[src/rtl/oam_dma.sv]
// ---------------------------------------------------------------------------
// oam_dma -- OAM DMA engine and bus arbiter between the 6502 core and the
// system bus.
//
// In normal operation the CPU owns the bus: its address, data and strobes
// pass straight through. A CPU write to DMA_REG latches the source page and
// halts the CPU by dropping cpu_ce. The engine then copies 256 bytes from
// {page,00..FF} to OAM_DATA with alternating read and write bus cycles.
// When the copy ends, bus ownership returns to the CPU.
//
// Ports:
//   clock    in   system clock
//   reset_n  in   synchronous active-low reset
//   tick     in   CPU cycle strobe; all state advances only when tick=1
//   cpu_a    in   CPU address
//   cpu_d    in   CPU write data
//   cpu_r    in   CPU read strobe
//   cpu_w    in   CPU write strobe
//   cpu_ce   out  CPU clock-enable (tick while idle, 0 while copying)
//   bus_a    out  arbitrated bus address
//   bus_d    out  arbitrated bus write data
//   bus_r    out  arbitrated read strobe
//   bus_w    out  arbitrated write strobe
//   bus_i    in   bus read data, valid on the tick after a read cycle
//   busy     out  high whenever a DMA is in progress
// ---------------------------------------------------------------------------
module oam_dma #(
    parameter logic [15:0] DMA_REG  = 16'h4014,
    parameter logic [15:0] OAM_DATA = 16'h2004
) (
    input  logic        clock,
    input  logic        reset_n,
    input  logic        tick,
    input  logic [15:0] cpu_a,
    input  logic [7:0]  cpu_d,
    input  logic        cpu_r,
    input  logic        cpu_w,
    output logic        cpu_ce,
    output logic [15:0] bus_a,
    output logic [7:0]  bus_d,
    output logic        bus_r,
    output logic        bus_w,
    input  logic [7:0]  bus_i,
    output logic        busy
);

    typedef enum logic [2:0] {
        IDLE  = 3'd0,
        HALT  = 3'd1,
        ALIGN = 3'd2,
        RD    = 3'd3,
        WR    = 3'd4
    } state_t;

    state_t      state_r;
    state_t      next_state_s;
    logic [7:0]  page_r;
    logic [7:0]  next_page_s;
    logic [7:0]  idx_r;
    logic [7:0]  next_idx_s;
    logic [7:0]  latch_r;
    logic [7:0]  next_latch_s;
    logic        parity_r;
    // Cycle parity at which the trigger write landed; steers HALT into ALIGN.
    logic        trig_parity_r;
    logic        next_trig_parity_s;

    // State and datapath registers; everything advances only on a CPU tick.
    always_ff @(posedge clock) begin
        if (!reset_n) begin
            state_r       <= IDLE;
            page_r        <= 8'h00;
            idx_r         <= 8'h00;
            latch_r       <= 8'h00;
            parity_r      <= 1'b0;
            trig_parity_r <= 1'b0;
        end else if (tick) begin
            state_r       <= next_state_s;
            page_r        <= next_page_s;
            idx_r         <= next_idx_s;
            latch_r       <= next_latch_s;
            parity_r      <= ~parity_r;
            trig_parity_r <= next_trig_parity_s;
        end
    end

    // Next-state logic and bus arbitration outputs.
    always_comb begin
        next_state_s       = state_r;
        next_page_s        = page_r;
        next_idx_s         = idx_r;
        next_latch_s       = latch_r;
        next_trig_parity_s = trig_parity_r;

        cpu_ce = tick & (state_r == IDLE);
        busy   = (state_r != IDLE);
        bus_a  = cpu_a;
        bus_d  = latch_r;
        bus_r  = 1'b0;
        bus_w  = 1'b0;

        case (state_r)
            IDLE: begin
                // CPU owns the bus; the trigger write itself still goes out.
                bus_d = cpu_d;
                bus_r = cpu_r;
                bus_w = cpu_w;
                if (cpu_w && (cpu_a == DMA_REG)) begin
                    next_page_s        = cpu_d;
                    next_idx_s         = 8'h00;
                    next_trig_parity_s = parity_r;
                    next_state_s       = HALT;
                end else begin
                    next_state_s = IDLE;
                end
            end
            HALT: begin
                // A trigger landing on an odd cycle needs one extra
                // alignment cycle before the read/write pairs start.
                if (trig_parity_r) begin
                    next_state_s = ALIGN;
                end else begin
                    next_state_s = RD;
                end
            end
            ALIGN: begin
                next_state_s = RD;
            end
            RD: begin
                bus_a        = {page_r, idx_r};
                bus_r        = 1'b1;
                next_state_s = WR;
            end
            WR: begin
                // Read data is forwarded straight to OAM in the same cycle.
                bus_a        = OAM_DATA;
                bus_d        = bus_i;
                bus_w        = 1'b1;
                next_latch_s = bus_i;
                next_idx_s   = idx_r + 8'd1;
                if (idx_r == 8'hFF) begin
                    next_state_s = IDLE;
                end else begin
                    next_state_s = RD;
                end
            end
            default: begin
                next_state_s = IDLE;
            end
        endcase
    end

endmodule

[config.mk]
export PLATFORM = sky130hd
export DESIGN_NAME = oam_dma
export DESIGN_NICKNAME = d
export VERILOG_FILES = /design/src/rtl/oam_dma.sv
export SDC_FILE = /design/constraint.sdc
export NUM_CORES = 1
export LEC_CHECK = 0
export ABC_AREA = 1
export BUFFER_PORTS_ARGS = -buffer_cell sky130_fd_sc_hd__buf_2
export CAP_MARGIN = 20
export CORE_MARGIN = 8
export CORE_UTILIZATION = 55
export CTS_BUF_LIST = sky130_fd_sc_hd__clkbuf_4 sky130_fd_sc_hd__clkbuf_8
export DETAILED_ROUTE_END_ITERATION = 7
export HOLD_SLACK_MARGIN = 0.02
export PLACE_DENSITY_LB_ADDON = 0.25
export SLEW_MARGIN = 5
export SYNTH_ARGS = -nofsm -noshare
export SYNTH_HDL_FRONTEND = slang
export SYNTH_SLANG_ARGS = --single-unit
[constraint.sdc]
create_clock -name clock -period 3.7 [get_ports clock]
set_clock_uncertainty 0.1 [all_clocks]
set_input_delay 0.925 -clock clock [delete_from_list [all_inputs] [get_ports clock]]
set_output_delay 0.925 -clock clock [all_outputs]
set_load 0.005 [all_outputs]
==> run metrics, run 1 <==
mean area per synthesized cell 6.24 um^2; Top cell by count, worst path nor2_4; pre-CTS WS about 1.0 ns; distinct cell type count after synthesis 23; Filler cells between 200 and 300; antenna-violating nets left 0; CTS sink cnt 29; Synth Flop Type dfxtp_1; Hold Path Stages 2; routed len/inst about 13 um; mapped cell area roughly 0.0018 mm^2; num rows 20; Worst Max-Slew Pin Slew 0.693 ns; Die X around 73 um; post_cts resized 0; Worst Setup Path Type reg -> out; hpwl dp 3.83 mm; Util after Layout between 70% and 80%; routability cong. 0.916; Pins Over Slew Limit 0; syn nets between 300 and 400; First-pass DRT Iterations 4; register area share after synthesis between 30% and 40%; ratio of final minimum period to clock period between 80 and 90%; CTS tree built; Tot GR Track Use roughly 19%; unrepaired setup endpoints after global routing false; Peak Freq 327 MHz; PwrDens roughly 320 mW/mm^2; crit path DAT around 2.0 ns; Worst R2R End idx_r[4]; DR DRC count 0; Leak roughly 1.1 nW; Hold Path Sink idx_r[7]; cell taking the most area after synthesis dfxtp_1; htree depth 2; Total Die Area around 0.0054 mm^2; Worst Setup Start Kind register; Crit-path slowest cell dfxtp_1; Hold Vio Cnt, Final 0; CP max FO 11; CTS Hold Bufs 0; max cap viols 0; cell with the most instances after synthesis nand2_1; Buffers on Ports between 60 and 70; gr ovfl total 0; r2r setup slk between 1.5 and 2 ns; Yosys top cell area share between 30 and 40%; Max Root-Sink Buffers 2; Clk pin slew, worst setup/hold paths 0.08 ns; vias in the first global route about 1,900; top cells by count, synth 86 x nand2_1, 43 x nor2_1, 37 x inv_1; total power roughly 0.68 mW; postcts setup bufs 0; Syn Inst Count ~290; crit path time final about 3.1 ns; clk root buf clkbuf_4; 1st-iter DRT viols 112; diodes inserted 0; P&R area growth vs syn 19.9%; crit-path leading delay family buffers and inverters; vias per inst slightly above 5; run status complete, no violations; hold path start idx_r[7]; Worst path max stage delay roughly 0.43 ns; CP Buf/Inv Count 3; Post-synth EDFFs 0; Core Region slightly above 0.003 mm^2; Reg-to-Reg Start state_r[1]; Routed Wire Length ~5.0 mm; Max IR drop VDD ~0.24 mV; critical path cell sequence nor2_4 > inv_2 > nor2_4 > nor2_2 > inv_1 > o22ai_1 > buf_2; Async S/R FF share, synth 0%; R2R cell count 6; Die Ht ~73 um; Initial Utilization roughly three fifths; first-pass GRT wire length 8.24 mm; Slew headroom between 50 and 60%; final setup violation count 0; final setup TNS 0 ns; layout cell share with drive strength beyond 1 between 20% and 30%; Crit. End Element primary output; Ys Warns 0; Area contributors post-synth dfxtp_1 32%, nand2_1 18%, nor2_1 9.0%; clk_lat worst skew approximately 0.32 ns; final setup margin about 0.65 ns; Num CTS Buffers 5; DR vias 1,990; Layout Nets ~390; Worst Hold Class reg -> reg; largest net degree at the start of global routing 24; initial antenna violation count 0; Critical Path RT 2.67 ns; IO Count between 60 and 70; FF+latch count, synth 29
[tightest hold or removal path, stage by stage (launching register included)]
cell and delay, ns:
dfxtp_1 0.33, nand2_1 0.08, a21oi_2 0.05
[layout by cell type (no fill, tap or decap), types with 2 or more instances in the layout]
cell type,netlist,layout
nand2_1,86,86
buf_2,4,64
nor2_1,43,43
inv_1,37,37
dfxtp_1,29,29
o21ai_0,22,22
a21oi_1,17,17
nand3_1,15,15
o211ai_1,8,8
clkbuf_4,0,6
o22ai_1,5,5
inv_2,2,2
nor2_4,2,2
nor2_2,2,2
nor2_8,2,2
[routing by layer]
metal  track usage (%)  share of wire, %  up-vias
li1                  -                 -     1029
met1              23.1                44      867
met2              28.9                43       88
met3              8.38                12        6
met4              9.11              0.96        0
met5                 0                 0        -
[final cells by class]
class / instances / area (um^2) / share of cell area, %
flip-flops and latches: 29 / 581 / 26.9
inverters: 40 / 153 / 7.08
clock buffers: 7 / 58.8 / 2.73
multi-input cells: 208 / 988 / 45.9
repair buffers: 64 / 320 / 14.9
well taps: 44 / 55.1 / 2.55
[flip-flops by register name (all words and copies together) (netlist names)]
register / flops
parity_r: 1
latch_r: 8
state_r: 3
idx_r: 8
page_r: 8
trig_parity_r: 1
[cells by family after synthesis]
| logic type | synth area share (%) |
|---|---|
| buf+inv | 12.7 |
| compound gates | 16.4 |
| flops | 32.3 |
| fa+ha+maj | 0.696 |
| xor+xnor | 0.487 |
| simple gates | 37.4 |
[worst max path at each step]
stage               cells past startpoint  slack [ns]        end        from
finish                                  7        0.65  bus_a[10]  state_r[1]
global route                            8        0.48  bus_a[13]  state_r[1]
CTS                                     8        0.66  bus_a[13]  state_r[1]
detailed placement                      8        1.03  bus_a[13]  state_r[1]
global placement                        7        1.10  bus_a[10]  state_r[1]
floorplan                               3        1.30     cpu_ce        tick
[where the power goes]
| group | internal (mW) | total [mW] | leakage [nW] | switching, mW |
|---|---|---|---|---|
| Sequential | 0.320 | 0.327 | 0.235 | 0.00706 |
| Clock | 0.0969 | 0.201 | 0.0348 | 0.105 |
| Combinational | 0.0623 | 0.152 | 0.847 | 0.0898 |
| Total | 0.479 | 0.680 | 1.12 | 0.201 |
[per-stage QoR]
stage	instances	cell area (um^2)	hold WS [ns]
final	392	2160	0.386
after global routing	392	2160	0.413
after CTS	392	2160	0.389
after detailed placement	385	2100	0.373
after global placement	385	2100	0.373
after floorplan	288	1800	0.353
Power figures use the tool's default switching activity.
==> run 2, diff against run 1 <==
Settings changed: ABC_AREA 1 to 0, CORE_UTILIZATION 55 to 46.
Clock period 3.7 ns to 2.64 ns, I/O delays scaled along.
==> run 2 against run 1 <==
Via count down 1.1%. Register-to-register slack got worse by 1.0 ns. Utilization is 8.6 points lower. Power up 57%. Die area grew 16%. Combinational power grew 20%. Flip-flop and latch count unchanged. Critical path depth down 3. Critical path type unchanged.
==> run metrics, run 2 <==
run status complete, no violations; DR vias roughly 2,000; Clk pin slew, worst setup/hold paths about 0.060 ns; Worst Max-Slew Pin Slew around 0.42 ns; clk_lat worst skew about 0.28 ns; syn nets 268; pre-CTS WS a little under 0.3 ns; initial antenna violation count 0; Hold Vio Cnt, Final 0; Largest regs idx_r x8, latch_r x8, page_r x8; num rows 22; Area contributors post-synth dfxtp_1 32%, a21oi_1 7.5%, a22o_1 6.8%; Filler cells about 380; Util after Layout just over 60%; 1st-iter DRT viols 168; Leak 0.971 nW; vias per inst roughly 5.8; mean area per synthesized cell 7.85 um^2; Ys Warns 0; Die Ht 78.7 um; placed cells roughly 330; vias in the first global route approximately 1,900; cell with the most instances after synthesis dfxtp_1; largest net degree at the start of global routing 24; first-pass GRT wire length ~9.1 mm; post-place instance area about 0.0022 mm^2; Multi-input gate area about 0.0011 mm^2; Initial Utilization 48.6%; Max IR drop VDD approximately 0.26 mV; crit path DAT 1.77 ns; routability cong. around 0.9; clk root buf clkbuf_8; distinct cell type count after synthesis 45; Total Die Area slightly above 0.006 mm^2; antenna-violating nets left 0; PwrDens 469 mW/mm^2; critical path startpoint state_r[1]; layout cell share with drive strength beyond 1 30.8%; hpwl dp about 4.2 mm; First-pass DRT Iterations 4; Final Non-Filler Cells 340; DR DRC count 0; Layout Nets 330; CTS sink cnt 29; Worst Setup Path Type reg -> out; post-route cell area roughly 0.0023 mm^2; ratio of final minimum period to clock period a little over nine tenths; top cells by count, synth 29 x dfxtp_1, 27 x a21oi_1, 24 x nand2_1; Syn Inst Count 230; hold path start latch_r[4]; routed len/inst 16.7 um; most common cell after layout, fill and taps aside buf_2; gr ovfl total 0; Worst Setup Start Kind register; FF+latch count, synth 29; postcts setup bufs 0; mapped cell area about 0.0018 mm^2; Die X 78.7 um; final setup TNS 0 ns; Core Region around 0.0037 mm^2; crit path time final roughly 2.5 ns; hold slack ~0.36 ns; CTS tree built; unrepaired setup endpoints after global routing false; final setup violation count 0; final setup margin between 0.1 and 0.15 ns; htree depth 2; Peak Freq 395 MHz; FF+latch area 582 um^2; CP max FO 14; Yosys top cell area share 32.2%; Critical Path RT roughly 1.9 ns; Crit. End Element primary output; commonest non-fill, non-tap cells in the layout 64 x buf_2, 28 x dfxtp_1, 27 x a21oi_1; Slew headroom 71.6%; Pins Over Slew Limit 0; cell taking the most area after synthesis dfxtp_1; Buffers on Ports 64; IO Count 65; Worst Hold Class reg -> reg; Post-synth EDFFs 0; total power around 1.1 mW; register area share after synthesis 32.2%; Tot GR Track Use between 10% and 20%; max cap viols 0; P&R area growth vs syn 26.5%; Max Root-Sink Buffers 2; Num CTS Buffers 5; Reg-to-Reg Start state_r[1]; Synth Flop Type dfxtp_1; diodes inserted 0; Async S/R FF share, synth 0%; Routed Wire Length between 5 and 6 mm
## run 2: worst paths after layout
check	to	slack, ns	cells past startpoint
setup / recovery	bus_a[14]	0.11	4
hold / removal	latch_r[4]	0.36	2
setup reg to reg	idx_r[5]	0.87	5
hold reg to reg	latch_r[4]	0.36	2
## run 2: area by class of cell
class | instances | share of cell area, %
flip-flops and latches | 29 | 25.5
multi-input cells | 175 | 48.6
repair buffers | 76 | 18.0
well taps | 48 | 2.63
clock buffers | 5 | 3.01
inverters | 5 | 0.821
clock inverters | 2 | 1.53
## run 2: layer usage
| layer | part of all wire (%) | global-route usage [%] |
|---|---|---|
| met5 | 0 | 0 |
| met4 | 2.2 | 9.81 |
| met3 | 7.7 | 5.24 |
| met2 | 47 | 28.7 |
| met1 | 43 | 22.2 |
## run 2: timing repair
| action | CTS | global route |
|---|---|---|
| hold buffers | 0 | 0 |
| endpoints found under the setup margin | 14 | 14 |
| cloned | 0 | 0 |
| resized for setup | 1 | 1 |
## run 2: cells by family (layout without fill, tap and decap cells)
| family | after synthesis | count (layout) | share of synthesized area (%) |
|---|---|---|---|
| AO/OA/AOI/OAI | 77 | 77 | 28.7 |
| XOR/XNOR | 3 | 3 | 1.46 |
| adder cells (fa/ha/maj) | 1 | 1 | 0.693 |
| buffers and inverters | 26 | 88 | 6.79 |
| flip-flops | 29 | 29 | 32.2 |
| multiplexers | 9 | 9 | 4.99 |
| AND/OR/NAND/NOR | 85 | 85 | 25.2 |
## run 2: critical path, cell delays in order, from the launching register on
cell	delay [ns]
dfxtp_1	0.55
nor2_1	0.19
a21oi_4	0.42
a22o_1	0.20
buf_2	0.11
## run 2: where the power goes
part           switching (mW)  internal [mW]  leakage (nW)
sequential            0.00587          0.442         0.234
combinational          0.0960         0.0868         0.683
clock                   0.167          0.274        0.0540
==> run 3, diff against run 2 <==
Settings changed: CORE_ASPECT_RATIO set to 1.1.
==> run 3 against run 2 <==
Global-route usage is 1.3 points higher. Combinational power is 3% lower. Sequential power is essentially flat. Utilization down 2.2 points. Maximum frequency up 1.1%. Worst setup slack improved by 0.028 ns. Die area barely moved. Worst hold slack barely moved. Clock power is 12% higher. Cell area is 0.44% higher.
==> run metrics, run 3 (synthesis gave the netlist of run 2 again) <==
Worst Setup Path Type reg -> out; layout cell share with drive strength beyond 1 approximately 30%; ratio of final minimum period to clock period between 90% and 100%; Pins Over Slew Limit 0; PwrDens 488 mW/mm^2; First-pass DRT Iterations 4; pre-CTS WS roughly 0.26 ns; most common cell after layout, fill and taps aside buf_2; clk_lat worst skew about 0.28 ns; diodes inserted 0; Reg-to-Reg Start state_r[1]; clk root buf clkbuf_8; Peak Freq 400 MHz; largest net degree at the start of global routing 23; crit path time final about 2.5 ns; vias in the first global route about 1,900; initial antenna violation count 0; Initial Utilization 46.6%; Core Region between 0.003 and 0.004 mm^2; 1st-iter DRT viols 149; placed cells between 300 and 400; Slew headroom 72.6%; Worst Setup Start Kind register; Clk pin slew, worst setup/hold paths about 0.07 ns; DR DRC count 0; run status complete, no violations; hold path start latch_r[1]; Die Ht between 80 and 90 um; Util after Layout around three fifths; Routed Wire Length between 5 and 6 mm; Max Root-Sink Buffers 2; Layout Nets ~330; Num CTS Buffers 5; Die X between 70 and 80 um; final setup TNS 0 ns; final setup margin between 0.1 and 0.15 ns; post_cts resized 1; first-pass GRT wire length 9.34 mm; Filler cells 379; critical path startpoint state_r[2]; num rows 24; gr ovfl total 0; unrepaired setup endpoints after global routing false; CP max FO 14; max cap viols 0; Worst Hold Class reg -> reg; Max IR drop VDD approximately 0.36 mV; IO Count 65; routed len/inst around 17 um; commonest non-fill, non-tap cells in the layout 64 x buf_2, 28 x dfxtp_1, 27 x a21oi_1; Buffers on Ports between 60 and 70; vias per inst about 5.7; CTS sink cnt 29; CTS Hold Bufs 0; post-place instance area about 0.0022 mm^2; post-route cell area ~0.0023 mm^2; Total Die Area between 0.006 and 0.007 mm^2; Final Non-Filler Cells approximately 340; hold slack 0.356 ns; Crit. End Element primary output; postcts setup bufs 0; total power around 1.1 mW; r2r setup slk 0.70 ns; CTS tree built; Tot GR Track Use around a fifth; Leak 0.965 nW; Worst Max-Slew Pin Slew between 0.4 and 0.5 ns; Critical Path RT ~1.9 ns; crit path DAT 1.74 ns; Hold Vio Cnt, Final 0; final setup violation count 0; antenna-violating nets left 0; routability cong. 0.880; Largest regs idx_r x8, latch_r x8, page_r x8; DR vias 1,932; P&R area growth vs syn 27.1%; hpwl dp 4.23 mm; htree depth 2
[run 3: changes by cell type in the layout (fill, tap and decap cells not counted)]
cell | previous run | this run
clkbuf_4 | 0 | 1
buf_6 | 0 | 1
clkbuf_8 | 5 | 6
nor2_2 | 0 | 1
nor2_1 | 18 | 17
buf_4 | 12 | 6
clkinv_2 | 1 | 0
buf_12 | 0 | 1
[run 3: final timing paths]
path / endpoint / depth (start not counted)
hold / removal: latch_r[1] / 2
hold reg to reg: latch_r[1] / 2
setup / recovery: bus_a[12] / 5
setup reg to reg: idx_r[7] / 4
[run 3: layer usage]
layer  up-vias  GRT usage [%]  part of all wire, %
met3         7           4.15                  6.6
met4         0           6.92                  1.1
met5         -              0                    0
li1        973              -                    -
met1       893           24.5                   42
met2        59           32.6                   50
[run 3: final cells by class]
cell class	count	area (um^2)	share of cell area, %
timing repair buffer	72	397	17.3
clock inverter	1	30.0	1.31
multi-input combinational	175	1110	48.5
clock buffer	7	90.1	3.93
sequential	29	582	25.4
tap	52	65.1	2.84
inverter	5	18.8	0.818
[run 3: worst max-delay path, cell delays in order, from the launching register on]
cell	delay, ns
dfxtp_1	0.47
nor2b_1	0.11
and2_1	0.20
a21oi_4	0.35
a22o_1	0.21
buf_2	0.12
[run 3: power by group]
| part | switching [mW] | total, mW | internal, mW |
|---|---|---|---|
| combinational | 0.0931 | 0.178 | 0.0852 |
| sequential | 0.00630 | 0.448 | 0.441 |
| clock | 0.175 | 0.493 | 0.318 |
